--- config.mk ---
export PLATFORM = sky130hd
export DESIGN_NAME = tx_capture
export DESIGN_NICKNAME = d
export VERILOG_FILES = /design/src/rtl/tx_pkg.sv /design/src/rtl/tx_fifo.sv /design/src/rtl/tx_capture.sv
export SDC_FILE = /design/constraint.sdc
export NUM_CORES = 1
export LEC_CHECK = 0
export BUFFER_PORTS_ARGS = -buffer_cell sky130_fd_sc_hd__buf_2
export CORE_ASPECT_RATIO = 2
export CORE_MARGIN = 2
export CORE_UTILIZATION = 55
export DETAILED_ROUTE_END_ITERATION = 10
export PLACE_DENSITY_LB_ADDON = 0.1
export SLEW_MARGIN = 20
export SYNTH_ARGS = -nofsm -noshare
export SYNTH_HDL_FRONTEND = slang
export SYNTH_HIERARCHICAL = 1
export SYNTH_SLANG_ARGS = --single-unit
--- constraint.sdc ---
create_clock -name clk -period 4.6 [get_ports clk]
set_clock_uncertainty 0.1 [all_clocks]
set_input_delay 0.92 -clock clk [delete_from_list [all_inputs] [get_ports clk]]
set_output_delay 0.92 -clock clk [all_outputs]
set_load 0.05 [all_outputs]
--- src/rtl/tx_pkg.sv ---
// Shared framing markers and FSM state type for the tx character capture path.
package tx_pkg;

  localparam logic [6:0] TX_START = 7'h00;
  localparam logic [6:0] TX_END   = 7'h7F;

  typedef enum logic {IDLE, CAPTURE} tx_state_t;

endpackage

--- src/rtl/tx_fifo.sv ---
// Show-ahead synchronous FIFO: head entry visible one cycle after push into empty.
// Push is refused when full unless a pop frees the slot in the same cycle.
module tx_fifo #(
  parameter int WIDTH = 7,
  parameter int DEPTH = 16
) (
  input  logic                     clk_i,
  input  logic                     rst_ni,
  input  logic                     push_i,
  input  logic [WIDTH-1:0]         wdata_i,
  input  logic                     pop_i,
  output logic [WIDTH-1:0]         rdata_o,
  output logic                     full_o,
  output logic                     empty_o,
  output logic [$clog2(DEPTH):0]   level_o
);

  localparam int AW = $clog2(DEPTH);

  logic [WIDTH-1:0] mem_q [DEPTH];
  logic [AW:0]      wr_ptr_q, wr_ptr_d;
  logic [AW:0]      rd_ptr_q, rd_ptr_d;
  logic             do_push;
  logic             do_pop;

  assign empty_o = (wr_ptr_q == rd_ptr_q);
  assign full_o  = (wr_ptr_q[AW] != rd_ptr_q[AW]) &&
                   (wr_ptr_q[AW-1:0] == rd_ptr_q[AW-1:0]);
  assign level_o = wr_ptr_q - rd_ptr_q;

  assign do_pop  = pop_i && !empty_o;
  assign do_push = push_i && (!full_o || do_pop);

  // Storage is never read while empty, so it needs no reset.
  assign rdata_o = empty_o ? '0 : mem_q[rd_ptr_q[AW-1:0]];

  always_comb begin
    wr_ptr_d = wr_ptr_q;
    rd_ptr_d = rd_ptr_q;
    if (do_push) wr_ptr_d = wr_ptr_q + 1'b1;
    if (do_pop)  rd_ptr_d = rd_ptr_q + 1'b1;
  end

  always_ff @(posedge clk_i or negedge rst_ni) begin
    if (!rst_ni) begin
      wr_ptr_q <= '0;
      rd_ptr_q <= '0;
    end else begin
      wr_ptr_q <= wr_ptr_d;
      rd_ptr_q <= rd_ptr_d;
    end
  end

  always_ff @(posedge clk_i) begin
    if (do_push) mem_q[wr_ptr_q[AW-1:0]] <= wdata_i;
  end

endmodule

--- src/rtl/tx_capture.sv ---
// Frames the tx character stream between 00/7F markers and queues payload characters.
// 1-cycle push-to-out_valid latency; on a full FIFO without a same-cycle pop the character is dropped and overflow latches.
module tx_capture
  import tx_pkg::*;
#(
  parameter int DEPTH = 16,
  parameter int LEN_W = 16
) (
  input  logic                    clk,
  input  logic                    reset,
  input  logic [6:0]              tx,
  output logic [6:0]              out_data,
  output logic                    out_valid,
  input  logic                    out_ready,
  output logic                    in_frame,
  output logic                    frame_done,
  output logic [LEN_W-1:0]        frame_len,
  output logic                    overflow,
  output logic [$clog2(DEPTH):0]  level
);

  tx_state_t        state_q, state_d;
  logic [LEN_W-1:0] frame_len_q, frame_len_d;
  logic             overflow_q, overflow_d;
  logic             frame_done_q, frame_done_d;
  logic             push;
  logic             pop;
  logic             fifo_full;
  logic             fifo_empty;

  assign pop = out_valid && out_ready;

  always_comb begin
    state_d      = state_q;
    frame_len_d  = frame_len_q;
    overflow_d   = overflow_q;
    frame_done_d = 1'b0;
    push         = 1'b0;
    unique case (state_q)
      IDLE: begin
        if (tx == TX_START) begin
          state_d     = CAPTURE;
          frame_len_d = '0;
        end
      end
      CAPTURE: begin
        if (tx == TX_END) begin
          state_d      = IDLE;
          frame_done_d = 1'b1;
        end else if (tx != TX_START) begin
          // A slot freed by a same-cycle pop still counts as room.
          if (!fifo_full || pop) begin
            push = 1'b1;
            if (frame_len_q != '1) frame_len_d = frame_len_q + LEN_W'(1);
          end else begin
            overflow_d = 1'b1;
          end
        end
      end
      default: state_d = IDLE;
    endcase
  end

  always_ff @(posedge clk or negedge reset) begin
    if (!reset) begin
      state_q      <= IDLE;
      frame_len_q  <= '0;
      overflow_q   <= 1'b0;
      frame_done_q <= 1'b0;
    end else begin
      state_q      <= state_d;
      frame_len_q  <= frame_len_d;
      overflow_q   <= overflow_d;
      frame_done_q <= frame_done_d;
    end
  end

  tx_fifo #(
    .WIDTH (7),
    .DEPTH (DEPTH)
  ) u_fifo (
    .clk_i   (clk),
    .rst_ni  (reset),
    .push_i  (push),
    .wdata_i (tx),
    .pop_i   (pop),
    .rdata_o (out_data),
    .full_o  (fifo_full),
    .empty_o (fifo_empty),
    .level_o (level)
  );

  assign out_valid  = !fifo_empty;
  assign in_frame   = (state_q == CAPTURE);
  assign frame_done = frame_done_q;
  assign frame_len  = frame_len_q;
  assign overflow   = overflow_q;

endmodule
==> results.sh, run 1 <==
export IMPL_yosysMostFrequentCell="edfxtp_1"
export IMPL_cp_top_family="simple AND/OR/NAND/NOR gates"
export IMPL_hp_class="reg2reg"
export IMPL_area_growth_pct=13.80
export IMPL_synth_top_area_cell="edfxtp_1"
export IMPL_max_clock_path_buffers=2
export IMPL_required_ps=4580
export IMPL_num_antenna_cells=0
export IMPL_place_congestion=0.8000
export IMPL_cts_clk_slew_worst_paths_ps=60
export IMPL_grt_max_degree=32
export IMPL_fp_dieH_um=154.3
export IMPL_fmax_mhz=243.4
export IMPL_insertion_delay_ps=420
export IMPL_ys_top_cells_by_count="edfxtp_1 (112), dfrtp_1 (29), mux4_2 (19), nand2_1 (19), inv_1 (18)"
export IMPL_die_x_um=79.15
export IMPL_r2r_cells=12
export IMPL_dp_hpwl_um=9843
export IMPL_synth_simple_area_share_pct=7.714
export IMPL_cts_hold_buffers_added=0
export IMPL_start_util_pct=56.76
export IMPL_rsz0062_at_grt="no"
export IMPL_synth_seq_area_share_pct=65.82
export IMPL_synth_top_family_by_area="multiplexers"
export IMPL_static_leakage_power_uw=0.002658
export IMPL_syn_area_sq_mm=0.006212
export IMPL_max_stage_delay_ps=650
export IMPL_totalWireLength_um=14330
export IMPL_relSlewSlack_pct=42.08
export IMPL_drive_above_1_share_pct=25.00
export IMPL_muxShareOfSynthArea_pct=13.09
export IMPL_total_power_uw=5126
export IMPL_yosys_most_used_dff="edfxtp_1"
export IMPL_critPathBufInv=3
export IMPL_cp_depth=12
export IMPL_synth_seq_cells=141
export IMPL_numPortBuffers=41
export IMPL_vias=3603
export IMPL_path_cells="inv_1 > ha_1 > and4_1 > nand2_1 > inv_1 > nand2b_1 > nand2_1 > nand3_1 > clkinvlp_4 > o31ai_1 > nor3_1 > and2_1"
export IMPL_multi_input_area_sq_mm=0.001923
export IMPL_synthCells=387
export IMPL_netlist_cell_type_count=49
export IMPL_boundaryPins=42
export IMPL_async_flop_share_pct=20.57
export IMPL_drv_slew=0
export IMPL_route_detailed_drc=0
export IMPL_irDropWorstVdd_mv=0.5370
export IMPL_grt_pass1_wl_um=22310
export IMPL_cts_htree_levels=4
export IMPL_fin_tns_setup_ps=0
export IMPL_yosys_area_share_xor_xnor_pct=1.692
export IMPL_grtUsageTotal_pct=25.55
export IMPL_core_area_sq_mm=0.01095
export IMPL_synth_edf_count=112
export IMPL_setup_viol=0
export IMPL_drt_pass1_iterations=5
export IMPL_syn_nets=408
export IMPL_holdPathStages=1
export IMPL_cp_slowest_cell="dfrtp_1"
export IMPL_fillers=808
export IMPL_num_rows=54
export IMPL_max_cap_violations=0
export IMPL_endpoint_kind="register"
export IMPL_avgViaCountPerCell=6.170
export IMPL_fin_crit_sh_pct=89.31
export IMPL_overflow=0
export IMPL_synthTopCellsByArea="edfxtp_1 (54%), dfrtp_1 (12%), mux4_2 (6.9%)"
export IMPL_seqCellArea_sq_mm=0.004089
export IMPL_yosys_warnings=6
export IMPL_tightest_slew_ps=861.4
export IMPL_synth_compound_area_share_pct=6.123
export IMPL_cts_setup_buffers=0
export IMPL_fin_crit_ps=4108
export IMPL_cts_root_buf="clkbuf_16"
export IMPL_power_density_mw_per_mm2=725.2
export IMPL_drt_iter0_markers=321
export IMPL_cts_sinks=141
export IMPL_outcome="finished clean"
export IMPL_start_kind="register"
export IMPL_grt_antenna_before_repair=0
export IMPL_finalNetCount=452
export IMPL_path_class="reg2reg"
export IMPL_worst_ep_arrival_time_ps=4090
export IMPL_synth_adder_area_share_pct=2.336
export IMPL_synth_avg_cell_area_sq_um=16.05
export IMPL_postRouteAntennaNets=0
export IMPL_post_drt_wl_per_cell_um=24.54
export IMPL_cts_resized=0
export IMPL_synth_top_area_share_pct=54.14
export IMPL_cts_tree="built"
export IMPL_die_area_sq_mm=0.01221
export IMPL_first_global_vias=3730
export IMPL_final_hold_violation_count=0
export IMPL_crit_fanout=17
export IMPL_cts_buffers=17
-- area by class of cell --
cell class                      count  share of cell area [%]
Inverter                           19                   1.062
Clock inverter                     15                   2.177
Timing Repair Buffer               44                   3.221
Multi-Input combinational cell    208                   27.20
Clock buffer                       17                   6.018
Tap cell                          140                   2.478
Sequential cell                   141                   57.84
-- cells in the final DEF, fill, tap and decap left out, drive strengths merged, types with 13 or more instances in the layout --
cell	instances
a31oi	16
and3	17
buf	44
clkbuf	17
dfrtp	29
edfxtp	112
inv	26
mux4	28
nand2	19
nand3	14
o21ai	13
-- worst paths after layout --
check | startpoint | end | slack (ps)
hold reg to reg | overflow | overflow | 400
max in group asynchronous | reset | frame_len[1] | 3500
hold / removal | overflow | overflow | 400
setup reg to reg | u_fifo/rd_ptr_q[2] | u_fifo/mem_q[2][1] | 490
min in group asynchronous | reset | frame_len[13] | 440
setup / recovery | u_fifo/rd_ptr_q[2] | u_fifo/mem_q[2][1] | 490
-- power by group --
part / leakage (uW) / switching [uW] / internal (uW) / total (uW)
registers: 0.00139 / 147 / 1520 / 1660
clock network: 0.000278 / 569 / 763 / 1330
logic: 0.000992 / 1450 / 678 / 2130
total: 0.00266 / 2170 / 2960 / 5130
-- through the flow --
stage               cell area (sq um)  utilization (%)  setup slack (ps)  hold WS, ps  std cells
finish                           7069            64.59             491.9        395.6        584
CTS                              7066            64.55             404.9        392.0        584
global placement                 6486            59.26             619.0        376.1        552
global route                     7069            64.59             153.1        411.5        584
floorplan                        6212                -             495.2        361.7        387
detailed placement               6486            59.26             440.8        368.2        552
-- cell families (layout without fill, tap and decap cells) --
| logic type | after synthesis | count (layout) |
|---|---|---|
| mux | 42 | 42 |
| xor+xnor | 12 | 12 |
| compound gates | 55 | 55 |
| fa+ha+maj | 11 | 11 |
| buf+inv | 38 | 95 |
| simple gates | 88 | 88 |
| flops | 141 | 141 |
-- layer usage --
layer / share of wire [%] / wire length, um / vias up / track usage [%]
met5: 0 / 0 / - / 0
met4: 2.0 / 288 / 0 / 8.539
met3: 3.5 / 495 / 23 / 5.076
met2: 58 / 8336 / 118 / 46.53
met1: 36 / 5215 / 1841 / 29.60
li1: - / - / 1621 / -
-- flip-flops by register name, indices dropped and copies added (netlist names) --
signal,flops
overflow,1
frame_done,1
u_fifo/wr_ptr_q,5
u_fifo/rd_ptr_q,5
in_frame,1
frame_len,16
u_fifo/mem_q,112
(Power assumes the default switching activity.)
==> inputs of run 2 (changes only) <==
--- a/config.mk
+++ b/config.mk
@@ -10,7 +10,7 @@
 export CORE_MARGIN = 2
 export CORE_UTILIZATION = 55
 export DETAILED_ROUTE_END_ITERATION = 10
-export PLACE_DENSITY_LB_ADDON = 0.1
+export PLACE_DENSITY = 0.74
 export SLEW_MARGIN = 20
 export SYNTH_ARGS = -nofsm -noshare
 export SYNTH_HDL_FRONTEND = slang
==> run 2 against run 1 <==
Utilization is 0.40 points higher. Sequential power barely moved. Via count increased by 1.2%. Critical path depth did not move. Combinational power is 2% lower. Highest routed layer unchanged. Die area unchanged.
==> results.sh, run 2 (synthesis results as in run 1) <==
export IMPL_outcome="finished clean"
export IMPL_largest_reg_flops=112
export IMPL_vias=3648
export IMPL_grtUsageTotal_pct=24.12
export IMPL_grt_max_degree=32
export IMPL_cts_buffers=17
export IMPL_num_antenna_cells=0
export IMPL_die_x_um=79.15
export IMPL_boundaryPins=42
export IMPL_fmax_mhz=236.4
export IMPL_p_int_uw=3101
export IMPL_start_kind="register"
export IMPL_clock_power_share_pct=27.4
export IMPL_fin_tns_setup_ps=0
export IMPL_rsz0062_at_grt="no"
export IMPL_cts_hold_buffers_added=0
export IMPL_power_density_mw_per_mm2=727.0
export IMPL_drt_pass1_iterations=5
export IMPL_hp_class="reg2reg"
export IMPL_numPortBuffers=41
export IMPL_finalNetCount=452
export IMPL_totalWireLength_um=13600
export IMPL_cp_top_family="simple AND/OR/NAND/NOR gates"
export IMPL_grt_pass1_wl_um=21290
export IMPL_relSlewSlack_pct=40.41
export IMPL_crit_top_cell="inv_1"
export IMPL_path_cells="inv_1 > ha_1 > and4_1 > nand2_1 > inv_1 > nand2b_1 > nand2_1 > nand3_1 > inv_1 > o31ai_1 > nor3_2 > and2_1"
export IMPL_area_growth_pct=14.50
export IMPL_tightest_slew_ps=886.3
export IMPL_endpoint_kind="register"
export IMPL_cts_htree_levels=4
export IMPL_final_util_pct=64.99
export IMPL_p_sw_share_pct=40.03
export IMPL_core_area_sq_mm=0.01095
export IMPL_num_rows=54
export IMPL_die_area_sq_mm=0.01221
export IMPL_setup_viol=0
export IMPL_fillers=795
export IMPL_cts_tree="built"
export IMPL_pwr_share_seq_pct=32.2
export IMPL_overflow=0
export IMPL_irDropWorstVdd_mv=0.8557
export IMPL_drt_iter0_markers=329
export IMPL_final_cell_mix="edfxtp_1 (112), buf_2 (41), dfrtp_1 (29)"
export IMPL_insertion_delay_ps=410
export IMPL_postRouteAntennaNets=0
export IMPL_fin_crit_sh_pct=91.96
export IMPL_final_common_cell="edfxtp_1"
export IMPL_first_global_vias=3767
export IMPL_cts_clk_slew_worst_paths_ps=60
export IMPL_path_class="reg2reg"
export IMPL_netSwitchingPower_uw=2070
export IMPL_cts_sinks=141
export IMPL_p_comb_share_pct=40.4
export IMPL_start_util_pct=56.76
export IMPL_route_detailed_drc=0
export IMPL_max_cap_violations=0
export IMPL_critPathBufInv=3
export IMPL_post_drt_wl_per_cell_um=23.28
export IMPL_grt_antenna_before_repair=0
export IMPL_crit_fanout=17
export IMPL_max_stage_delay_ps=660
export IMPL_drive_above_1_share_pct=24.55
export IMPL_fp_dieH_um=154.3
export IMPL_max_clock_path_buffers=2
export IMPL_final_hold_violation_count=0
export IMPL_drv_slew=0
export IMPL_fin_crit_ps=4230
export IMPL_avgViaCountPerCell=6.247
export IMPL_required_ps=4570
export IMPL_place_congestion=0.8081
export IMPL_cp_slowest_cell="dfrtp_1"
export IMPL_static_leakage_power_uw=0.002688
export IMPL_worst_ep_arrival_time_ps=4200
export IMPL_cts_root_buf="clkbuf_16"
export IMPL_dp_hpwl_um=9368
[run 2: layout make-up]
cell class	count	area (sq um)	area share, %
Clock buffer	18	429.2	6.033
Tap cell	140	175.2	2.463
Clock inverter	14	192.7	2.709
Multi-Input combinational cell	208	1928	27.11
Timing Repair Buffer	44	227.7	3.201
Inverter	19	71.32	1.003
Sequential cell	141	4089	57.48
[run 2: worst register-to-register path, stage by stage (launching register included)]
cell and delay [ps]:
dfrtp_1 660, inv_1 170, ha_1 380, and4_1 180
nand2_1 310, inv_1 110, nand2b_1 190, nand2_1 80
nand3_1 210, inv_1 430, o31ai_1 320, nor3_2 360
and2_1 400
[run 2: power by group through the flow]
stage	clock, uW	sequential, uW	combinational, uW
6_report	1420	1660	2090
4_1_cts	1440	1660	2100
3_5_place_dp	0	1680	2080
3_3_place_gp	0	1670	2050
5_1_grt	1500	1680	2200
2_1_floorplan	0	1740	1540
[run 2: worst paths after layout]
check | start | end | slack [ps] | cells past startpoint
min in group asynchronous | reset | u_fifo/rd_ptr_q[4] | 450 | 1
max in group asynchronous | reset | u_fifo/wr_ptr_q[0] | 3510 | 1
worst min-delay path | overflow | overflow | 380 | 1
worst max-delay path | u_fifo/rd_ptr_q[2] | u_fifo/mem_q[0][6] | 370 | 12
worst max register to register | u_fifo/rd_ptr_q[2] | u_fifo/mem_q[0][6] | 370 | 12
worst min register to register | overflow | overflow | 380 | 1
[run 2: metrics by stage]
step / setup WS, ps / cells / total power, uW / cell area (sq um) / hold slack [ps]
finish: 369.9 / 584 / 5171 / 7113 / 376.5
global placement: 572.3 / 552 / 3721 / 6486 / 373.6
CTS: 246.8 / 584 / 5193 / 7108 / 376.9
floorplan: 495.2 / 387 / 3287 / 6212 / 361.7
global route: 47.60 / 584 / 5374 / 7113 / 400.3
detailed placement: 292.9 / 552 / 3761 / 6486 / 362.2
[run 2: repair_timing]
action | in CTS | in global routing
resized for setup | 0 | 1
setup buffers | 0 | 0
setup endpoints to repair | 0 | 28
[run 2: per-layer routing]
layer	up-vias	global-route usage, %	routed length, um
met4	0	12.73	550
met2	113	43.95	7716
li1	1615	-	-
met3	32	3.967	420
met1	1888	26.16	4909
met5	-	0	0
==> inputs of run 3 (changes only) <==
--- a/config.mk
+++ b/config.mk
@@ -11,6 +11,7 @@
 export CORE_UTILIZATION = 55
 export DETAILED_ROUTE_END_ITERATION = 10
 export PLACE_DENSITY = 0.74
+export RECOVER_POWER = 50
 export SLEW_MARGIN = 20
 export SYNTH_ARGS = -nofsm -noshare
 export SYNTH_HDL_FRONTEND = slang
==> run 3 against run 2 <==
Sequential power barely moved. The flow now finishes with violations (max-capacitance violations, max-slew violations). Sequential share of layout area grew 0.22 points. Maximum frequency decreased by 1.1%. Setup slack got worse by 46 ps. Cell area fell by 0.39%. Via count about the same. Utilization shrank 0.25 points. Critical endpoint unchanged. Global-route usage is the same. Combinational power about the same. First-iteration DRC count grew 7.6%.
==> results.sh, run 3 (synthesis results as in run 1) <==
export IMPL_outcome="complete, but fails checks"
export IMPL_failed_checks="max-capacitance violations, max-slew violations"
export IMPL_static_leakage_power_uw=0.002607
export IMPL_place_congestion=0.8081
export IMPL_hp_class="reg2reg"
export IMPL_drt_iter0_markers=354
export IMPL_start_kind="register"
export IMPL_post_drt_wl_per_cell_um=23.33
export IMPL_numPortBuffers=41
export IMPL_fmax_mhz=233.9
export IMPL_totalWireLength_um=13630
export IMPL_grt_antenna_before_repair=0
export IMPL_route_detailed_drc=0
export IMPL_fin_tns_setup_ps=0
export IMPL_cts_root_buf="clkbuf_16"
export IMPL_tightest_slew_ps=1618
export IMPL_worst_ep_arrival_time_ps=4250
export IMPL_fin_crit_sh_pct=92.95
export IMPL_relSlewSlack_pct=-7.871
export IMPL_dp_hpwl_um=9368
export IMPL_rr_endpoint="u_fifo/mem_q[0][6]"
export IMPL_core_area_sq_mm=0.01095
export IMPL_required_ps=4570
export IMPL_power_density_mw_per_mm2=729.5
export IMPL_rsz0062_at_grt="no"
export IMPL_holdPathStages=1
export IMPL_grt_max_degree=32
export IMPL_insertion_delay_ps=410
export IMPL_crit_fanout=17
export IMPL_drt_pass1_iterations=4
export IMPL_netSwitchingPower_uw=2075
export IMPL_cts_sinks=141
export IMPL_cts_hold_buffers_added=0
export IMPL_drv_slew=30
export IMPL_grtUsageTotal_pct=24.12
export IMPL_r2r_start="u_fifo/rd_ptr_q[2]"
export IMPL_fp_dieH_um=154.3
export IMPL_cts_clk_slew_worst_paths_ps=60
export IMPL_postRouteAntennaNets=0
export IMPL_die_x_um=79.15
export IMPL_cts_setup_buffers=0
export IMPL_r2r_cells=12
export IMPL_overflow=0
export IMPL_p_sw_share_pct=40.14
export IMPL_max_clock_path_buffers=2
export IMPL_hold_end="overflow"
export IMPL_total_power_uw=5169
export IMPL_cts_buffers=17
export IMPL_path_class="reg2reg"
export IMPL_reg2reg_setup_slack_ps=320
export IMPL_cts_resized=0
export IMPL_final_common_cell="edfxtp_1"
export IMPL_first_global_vias=3767
export IMPL_irDropWorstVdd_mv=0.8586
export IMPL_fillers=809
export IMPL_largest_reg_flops=112
export IMPL_num_antenna_cells=0
export IMPL_cts_htree_levels=4
export IMPL_p_int_uw=3094
export IMPL_die_area_sq_mm=0.01221
export IMPL_grt_pass1_wl_um=21290
export IMPL_drive_above_1_share_pct=19.59
export IMPL_endpoint_kind="register"
export IMPL_pwr_share_seq_pct=32.2
export IMPL_p_comb_share_pct=40.3
export IMPL_max_cap_violations=1
export IMPL_cts_tree="built"
export IMPL_avgViaCountPerCell=6.243
export IMPL_fin_crit_ps=4276
export IMPL_final_hold_violation_count=0
export IMPL_setup_viol=0
export IMPL_start_util_pct=56.76
export IMPL_finalNetCount=452
export IMPL_final_cell_mix="edfxtp_1 (112), dfrtp_1 (29), clkbuf_1 (23)"
export IMPL_cp_startpoint="u_fifo/rd_ptr_q[2]"
export IMPL_vias=3646
export IMPL_boundaryPins=42
export IMPL_clock_power_share_pct=27.5
export IMPL_num_rows=54
export IMPL_area_growth_pct=14.06
export IMPL_hp_start="overflow"
run 3: worst max path at each step:
stage	to	slack, ps	cells after the start
detailed placement	u_fifo/mem_q[0][0]	290	12
CTS	u_fifo/mem_q[0][6]	250	12
global route	u_fifo/mem_q[3][1]	50	12
global placement	u_fifo/mem_q[2][4]	570	12
floorplan	out_data[5]	500	10
finish	u_fifo/mem_q[0][6]	320	12
run 3: worst max-delay path: stages (launching register included):
cell and delay (ps):
dfrtp_1 660, inv_1 170, ha_1 380, and4_1 180
nand2_1 310, inv_1 110, nand2b_1 190, nand2_1 80
nand3_1 220, inv_1 440, o31ai_1 330, nor3_2 370
and2_1 410
run 3: per-layer routing:
layer  up-vias  share of wire, %  GRT usage (%)
met5         -                 0              0
met4         0               3.5          12.73
met1      1890                36          26.16
li1       1614                 -              -
met2       116                57          43.95
met3        26               3.4          3.967
run 3: stage by stage:
step | instances | worst slack [ps] | area [sq um] | util (%) | hold WS, ps
finish | 584 | 324.1 | 7086 | 64.73 | 383.6
global route | 584 | 47.60 | 7086 | 64.73 | 402.5
CTS | 584 | 246.8 | 7108 | 64.94 | 376.9
detailed placement | 552 | 292.9 | 6486 | 59.26 | 362.2
global placement | 552 | 572.3 | 6486 | 59.26 | 373.6
floorplan | 387 | 495.2 | 6212 | - | 361.7
run 3: layout make-up:
class / count / area, sq um / area share (%)
repair buffers: 44 / 200.2 / 2.825
clock buffers: 18 / 429.2 / 6.057
multi-input cells: 208 / 1928 / 27.21
flip-flops and latches: 141 / 4089 / 57.71
well taps: 140 / 175.2 / 2.472
clock inverters: 14 / 192.7 / 2.719
inverters: 19 / 71.32 / 1.007
run 3: power by group through the flow:
stage               Sequential [uW]  Clock (uW)  Combinational (uW)
finish                         1670        1420                2080
global route                   1680        1500                2190
CTS                            1660        1440                2100
detailed placement             1680           0                2080
global placement               1670           0                2050
floorplan                      1740           0                1540
